==> src/rtl/tx_window_scheduler.sv <==
// Cyclic transmit-window scheduler: phase counter over a programmable period,
// guard/start/finish pulses for the TX selector and per-window frame quota.
module tx_window_scheduler #(
  parameter int unsigned CNT_WIDTH     = 32,
  parameter int unsigned PKT_CNT_WIDTH = 16
) (
  input  logic                     axis_aclk,
  input  logic                     axis_resetn,
  input  logic                     cfg_enable,
  input  logic [CNT_WIDTH-1:0]     cfg_period,
  input  logic [CNT_WIDTH-1:0]     cfg_offset,
  input  logic [CNT_WIDTH-1:0]     cfg_window_len,
  input  logic [CNT_WIDTH-1:0]     cfg_guard_band,
  input  logic [PKT_CNT_WIDTH-1:0] cfg_max_pkts,
  input  logic                     mon_tvalid,
  input  logic                     mon_tready,
  input  logic                     mon_tlast,
  output logic                     pkt_gen_ready,
  output logic                     tx_signal,
  output logic                     pkt_gen_finish,
  output logic                     window_open,
  output logic [PKT_CNT_WIDTH-1:0] sent_pkt_count,
  output logic [CNT_WIDTH-1:0]     phase,
  output logic                     cfg_error,
  output logic                     overrun
);

  typedef enum logic [2:0] {
    S_IDLE, S_WAIT, S_GUARD, S_OPEN, S_DRAIN, S_DONE
  } state_t;

  state_t                   state_q, state_d;
  logic [CNT_WIDTH-1:0]     phase_q, phase_d;
  logic [PKT_CNT_WIDTH-1:0] cnt_q, cnt_d;
  logic                     fin_pend_q, fin_pend_d;
  logic                     mid_pkt_q;
  logic                     cfg_err_q;
  logic [CNT_WIDTH-1:0]     period_q, offset_q, len_q, guard_q;
  logic [PKT_CNT_WIDTH-1:0] max_q;

  logic                     hs, frame_done, run, wrap;
  logic [CNT_WIDTH-1:0]     start_ph, end_ph;
  logic [CNT_WIDTH:0]       end_sum;
  logic [PKT_CNT_WIDTH-1:0] cnt_inc;
  logic                     load, ready, tx, close, fin_now, ovr, quota;

  function automatic logic cfg_ok(input logic [CNT_WIDTH-1:0] per,
                                  input logic [CNT_WIDTH-1:0] off,
                                  input logic [CNT_WIDTH-1:0] len,
                                  input logic [CNT_WIDTH-1:0] grd);
    logic [CNT_WIDTH:0] sum;
    sum = {1'b0, off} + {1'b0, len};
    return (per >= CNT_WIDTH'(2)) && (len != '0) && (off >= grd) && (sum <= {1'b0, per});
  endfunction

  assign hs         = mon_tvalid & mon_tready;
  assign frame_done = hs & mon_tlast;
  assign run        = cfg_enable & ~cfg_err_q;
  assign wrap       = (phase_q == period_q - CNT_WIDTH'(1));
  assign start_ph   = offset_q - guard_q;
  assign end_sum    = {1'b0, offset_q} + {1'b0, len_q};
  // A window ending exactly at the period boundary closes on phase 0.
  assign end_ph     = (end_sum == {1'b0, period_q}) ? '0 : end_sum[CNT_WIDTH-1:0];
  assign cnt_inc    = (&cnt_q) ? cnt_q : cnt_q + PKT_CNT_WIDTH'(1);

  always_comb begin
    state_d    = state_q;
    phase_d    = phase_q;
    cnt_d      = cnt_q;
    fin_pend_d = 1'b0;
    load       = 1'b0;
    ready      = 1'b0;
    tx         = 1'b0;
    close      = 1'b0;
    fin_now    = 1'b0;
    ovr        = 1'b0;
    if (state_q != S_IDLE) begin
      load    = wrap;
      phase_d = wrap ? '0 : phase_q + CNT_WIDTH'(1);
    end
    unique case (state_q)
      S_IDLE: begin
        phase_d = '0;
        if (cfg_enable) begin
          load = 1'b1;
          if (cfg_ok(cfg_period, cfg_offset, cfg_window_len, cfg_guard_band)) state_d = S_WAIT;
        end
      end
      S_WAIT, S_DONE: begin
        if (!run) state_d = S_IDLE;
        else if (phase_q == start_ph) begin
          ready = 1'b1;
          if (guard_q == '0) tx = 1'b1;
          else state_d = S_GUARD;
        end
      end
      S_GUARD: begin
        if (!run) close = 1'b1;
        else if (phase_q == offset_q) tx = 1'b1;
      end
      S_OPEN: begin
        if (frame_done) cnt_d = cnt_inc;
        if (!run || phase_q == end_ph) close = 1'b1;
      end
      S_DRAIN: begin
        if (frame_done) begin
          cnt_d      = cnt_inc;
          fin_pend_d = 1'b1;
          state_d    = run ? S_DONE : S_IDLE;
        end else if (run && phase_q == start_ph) begin
          ovr = 1'b1;
        end
      end
      default: state_d = S_IDLE;
    endcase
    if (tx) begin
      cnt_d   = PKT_CNT_WIDTH'(frame_done);
      state_d = S_OPEN;
    end
    // Quota wins over a simultaneous window close so only one finish is issued.
    quota = (tx || state_q == S_OPEN) && frame_done && (max_q != '0) && (cnt_d == max_q);
    if (quota) begin
      fin_pend_d = 1'b1;
      state_d    = run ? S_DONE : S_IDLE;
    end else if (close) begin
      if (mid_pkt_q && !frame_done) state_d = S_DRAIN;
      else begin
        fin_now = 1'b1;
        state_d = run ? S_DONE : S_IDLE;
      end
    end
    if (state_d == S_IDLE) phase_d = '0;
  end

  always_ff @(posedge axis_aclk or negedge axis_resetn) begin
    if (!axis_resetn) begin
      state_q    <= S_IDLE;
      phase_q    <= '0;
      cnt_q      <= '0;
      fin_pend_q <= 1'b0;
      mid_pkt_q  <= 1'b0;
      cfg_err_q  <= 1'b0;
      period_q   <= '0;
      offset_q   <= '0;
      len_q      <= '0;
      guard_q    <= '0;
      max_q      <= '0;
    end else begin
      state_q    <= state_d;
      phase_q    <= phase_d;
      cnt_q      <= cnt_d;
      fin_pend_q <= fin_pend_d;
      if (hs) mid_pkt_q <= ~mon_tlast;
      if (load) begin
        period_q  <= cfg_period;
        offset_q  <= cfg_offset;
        len_q     <= cfg_window_len;
        guard_q   <= cfg_guard_band;
        max_q     <= cfg_max_pkts;
        cfg_err_q <= ~cfg_ok(cfg_period, cfg_offset, cfg_window_len, cfg_guard_band);
      end
    end
  end

  assign pkt_gen_ready  = ready;
  assign tx_signal      = tx;
  assign pkt_gen_finish = fin_pend_q | fin_now;
  assign window_open    = tx | ((state_q == S_OPEN) & ~close);
  assign sent_pkt_count = cnt_q;
  assign phase          = phase_q;
  assign cfg_error      = cfg_err_q;
  assign overrun        = ovr;

endmodule

==> config.mk <==
export PLATFORM = sky130hd
export DESIGN_NAME = tx_window_scheduler
export DESIGN_NICKNAME = d
export VERILOG_FILES = /design/src/rtl/tx_window_scheduler.sv
export SDC_FILE = /design/constraint.sdc
export NUM_CORES = 1
export LEC_CHECK = 0
export ABC_AREA = 1
export CAP_MARGIN = 0
export CORE_MARGIN = 2
export CORE_UTILIZATION = 35
export CTS_BUF_LIST = sky130_fd_sc_hd__clkbuf_8
export DETAILED_ROUTE_END_ITERATION = 16
export DONT_BUFFER_PORTS = 1
export SYNTH_ARGS = -nofsm -noshare
export SYNTH_HDL_FRONTEND = slang
export SYNTH_SLANG_ARGS = --single-unit
export TNS_END_PERCENT = 100
==> constraint.sdc <==
create_clock -name axis_aclk -period 12.8 [get_ports axis_aclk]
set_input_delay 3.2 -clock axis_aclk [delete_from_list [all_inputs] [get_ports axis_aclk]]
set_output_delay 3.2 -clock axis_aclk [all_outputs]
set_load 0.02 [all_outputs]
==> results.yml <==
status:
  status: "finished clean"
detailed_routing:
  drc: 0
  viasPerCell: 5.26
  drt-total-wl_mm: 84.8
  ant_nets: 0
  routedWlPerCell_um: 20.9
  first_pass_iters: 6
  drt-initial-drc-count: 1936
  detailroute.via_count: 21300
global_route:
  grt_pass1_vias: 20200
  antenna_found_initial: 5
  grt_overflow: 0
  grt_pass1_wl_mm: 126
  grt_max_degree: 201
  grt_util_all_layers_pct: 26.8
floorplan:
  start_util_pct: 35.4
  die-area_um2: 63100
  io_pins: 204
  floorplan.die.height_um: 251
  die_w_um: 251
  rows: 90
  design.core.area_um2: 60400
finish:
  areaGrowthSynthToFinish_pct: 4.63
  fill_cells: 6584
  nNetsFinal: 3572
  drive_above_1_share_pct: 5.72
  multi_input_area_um2: 13800
  seqCellArea_um2: 4950
synthesis:
  dominantRegCellSynth: "dfrtp_1"
  synth_warnings: 0
  syn-num-nets: 3621
  synth_cell_types: 63
  synth-adder-area-share_pct: 9.76
  syn-cell-area_um2: 21400
  async_reset_ff_share_pct: 100
  synth_edf_count: 0
  synth_cells: 3306
  synth_xor_area_share_pct: 7.67
  synth_seq_cells: 198
  ys_seq_area_share_pct: 23.2
  yosys.area_share.simple_pct: 35.4
  synth.area.mux_share_pct: 2.95
  postSynthAreaPerCell_um2: 6.47
  synth_compound_area_share_pct: 8.91
  synth_top_family_by_area: "simple AND/OR/NAND/NOR gates"
worst_setup_path:
  critPathMaxStageDelay_ns: 0.37
  worst_path_most_repeated_cell: "nand3_1"
  critical_path_class: "in -> out"
  rrSetupSlack_ns: 6.95
  worstPathArrival_ns: 5.78
  r2r-end: "phase[31]"
  crit_slowest_cell: "or2_2"
  crit_path_cell_trace: "nand3_1, nor2_1, nand2_1, or2_2, nor2_1, nand3_1, xor2_1, inv_1, nand2_2, xor2_2, nand3_1, nor2_1, nand3_1, a31o_2"
  crit_required_ns: 9.60
  reg2reg_depth: 26
  end_kind: "primary output"
  crit_end: "pkt_gen_finish"
  cp-start-kind: "primary input"
  worstSetupStartpoint: "mon_tvalid"
  critPathMaxFanout: 7
  regToRegStartpoint: "offset_q[1]"
timing:
  hold_viol_final: 0
  worstMarginPinSlew_ns: 1.09
  fin_crit_sh_pct: 70.2
  min_period_ns: 8.98
  relSlewSlack_pct: 27.2
  slew_viol_final: 0
  setup_violations: 0
  setup_tns_ns: 0
  max_freq_mhz: 111
  rsz0062_at_grt: "no"
  skew_ns: 0.0221
  layout_setup_ws_ns: 3.82
worst_hold_path:
  hold_class: "reg -> reg"
placed_design:
  port_buffers: 0
  gp_congestion: 0.978
  dpl.hpwl_mm: 69.7
  post-place-ws_ns: 3.86
clock_tree:
  cts.repair.resized: 0
  cts_setup_buffers: 0
  path_clk_slew_ns: 0.13
  cts_buffers: 17
  htreeDepth: 4
  clock_path_buffers: 2
  clock_latency_ns: 0.58
  cts.sinks: 198
  ctsRootBufferMaster: "clkbuf_8"
  cts_tree: "done"
  hold_buffers: 0
power_and_ir_drop:
  leakage_nw: 11.7
  power.density_nw_per_um2: 138
  peakVddDrop_uv: 93.3
job:
  cap_violations: 0
==> how the worst min path moves through the flow <==
| stage | from | endpoint | slack, ns | depth (start not counted) |
|---|---|---|---|---|
| final | len_q[27] | len_q[27] | 0.52 | 1 |
| after global routing | len_q[16] | len_q[16] | 0.55 | 1 |
| after CTS | len_q[16] | len_q[16] | 0.53 | 1 |
| after detailed placement | len_q[31] | len_q[31] | 0.50 | 1 |
| after global placement | len_q[16] | len_q[16] | 0.50 | 1 |
| after floorplan | len_q[10] | len_q[10] | 0.48 | 1 |
==> power breakdown <==
| group | internal, W | total, W | switching (W) |
|---|---|---|---|
| clock | 0.000167 | 0.000447 | 0.000280 |
| combinational | 0.000620 | 0.00181 | 0.00119 |
| sequential | 0.000707 | 0.000829 | 0.000122 |
| total | 0.00149 | 0.00308 | 0.00159 |
==> synthesized netlist by cell type (all sizes together) (46+ instances only) <==
library cell	instances	area (um2)
mux2	56	631
nor4	46	288
nor2	259	1010
xor2	118	1040
nand4	86	544
nand2	994	3780
dfrtp	198	4950
o21ai	128	641
nand3	280	1440
inv	558	2090
a21oi	142	831
xnor2	58	508
ha	162	2030
==> flip-flops by register name, indices dropped and copies added (netlist names), 3 cells and up <==
| register | cells |
|---|---|
| guard_q | 32 |
| len_q | 32 |
| max_q | 16 |
| offset_q | 32 |
| period_q | 32 |
| phase | 32 |
| sent_pkt_count | 16 |
| state_q | 3 |
==> cells by family (layout without fill, tap and decap cells) <==
family,count (synthesis),count (layout)
AO/OA/AOI/OAI,325,325
XOR/XNOR,180,180
adder cells (fa/ha/maj),165,165
buffers and inverters,638,601
flip-flops,198,198
multiplexers,56,56
other,0,3
AND/OR/NAND/NOR,1744,1744
==> placed cells by master, fill, tap and decap left out, types with 5 or more instances in the layout <==
cell / netlist / routed
nand2_2: 15 / 15
mux2_2: 56 / 56
nor2_2: 7 / 7
dfrtp_1: 198 / 198
a21oi_2: 32 / 32
nor4_1: 46 / 46
nand2_1: 977 / 977
inv_1: 549 / 549
inv_2: 9 / 9
xnor2_1: 58 / 58
o21ai_1: 24 / 24
clkbuf_8: 0 / 18
nand3_2: 5 / 5
nor3_1: 37 / 37
o21a_1: 5 / 5
o21ai_0: 104 / 104
ha_1: 162 / 162
or2_2: 6 / 6
buf_4: 14 / 9
nand3b_1: 20 / 20
a211oi_1: 7 / 7
nand3_1: 274 / 274
a21oi_1: 110 / 110
xor2_1: 117 / 117
a21boi_1: 5 / 5
nor2_1: 250 / 250
o21bai_1: 8 / 7
and2_1: 7 / 7
nand4_1: 85 / 85
==> cell type report <==
type | count | share of cell area [%]
multi-input combinational | 2470 | 61.8
sequential | 198 | 22.1
inverter | 560 | 9.40
tap | 782 | 4.37
clock buffer | 18 | 1.11
clock inverter | 13 | 0.716
timing repair buffer | 10 | 0.391
antenna | 3 | 0.0336
==> layer usage <==
metal | routed length (um) | GRT usage [%] | part of all wire [%]
met1 | 35600 | 34.0 | 42
met2 | 37800 | 43.5 | 45
met3 | 6640 | 5.06 | 7.8
met4 | 4740 | 13.8 | 5.6
met5 | 13 | 0 | 0.015
==> critical path, delay by kind of cell <==
kind / cells / cell delay, ns
AND/OR/NAND/NOR: 10 / 1.82
XOR/XNOR: 2 / 0.32
buffers and inverters: 1 / 0.08
AO/OA/AOI/OAI: 1 / 0.34
==> through the flow <==
step | power (W) | hold WS (ns) | cell area (um2) | utilization [%] | std cells
after floorplan | 0.00213 | 0.485 | 21400 | - | 3306
after global placement | 0.00259 | 0.497 | 22000 | 36.4 | 4020
after detailed placement | 0.00260 | 0.504 | 22000 | 36.4 | 4020
after CTS | 0.00306 | 0.533 | 22400 | 37.1 | 4051
after global routing | 0.00335 | 0.550 | 22400 | 37.1 | 4053
final | 0.00308 | 0.524 | 22400 | 37.1 | 4054
No activity file was read; power rests on OpenSTA's default activity.
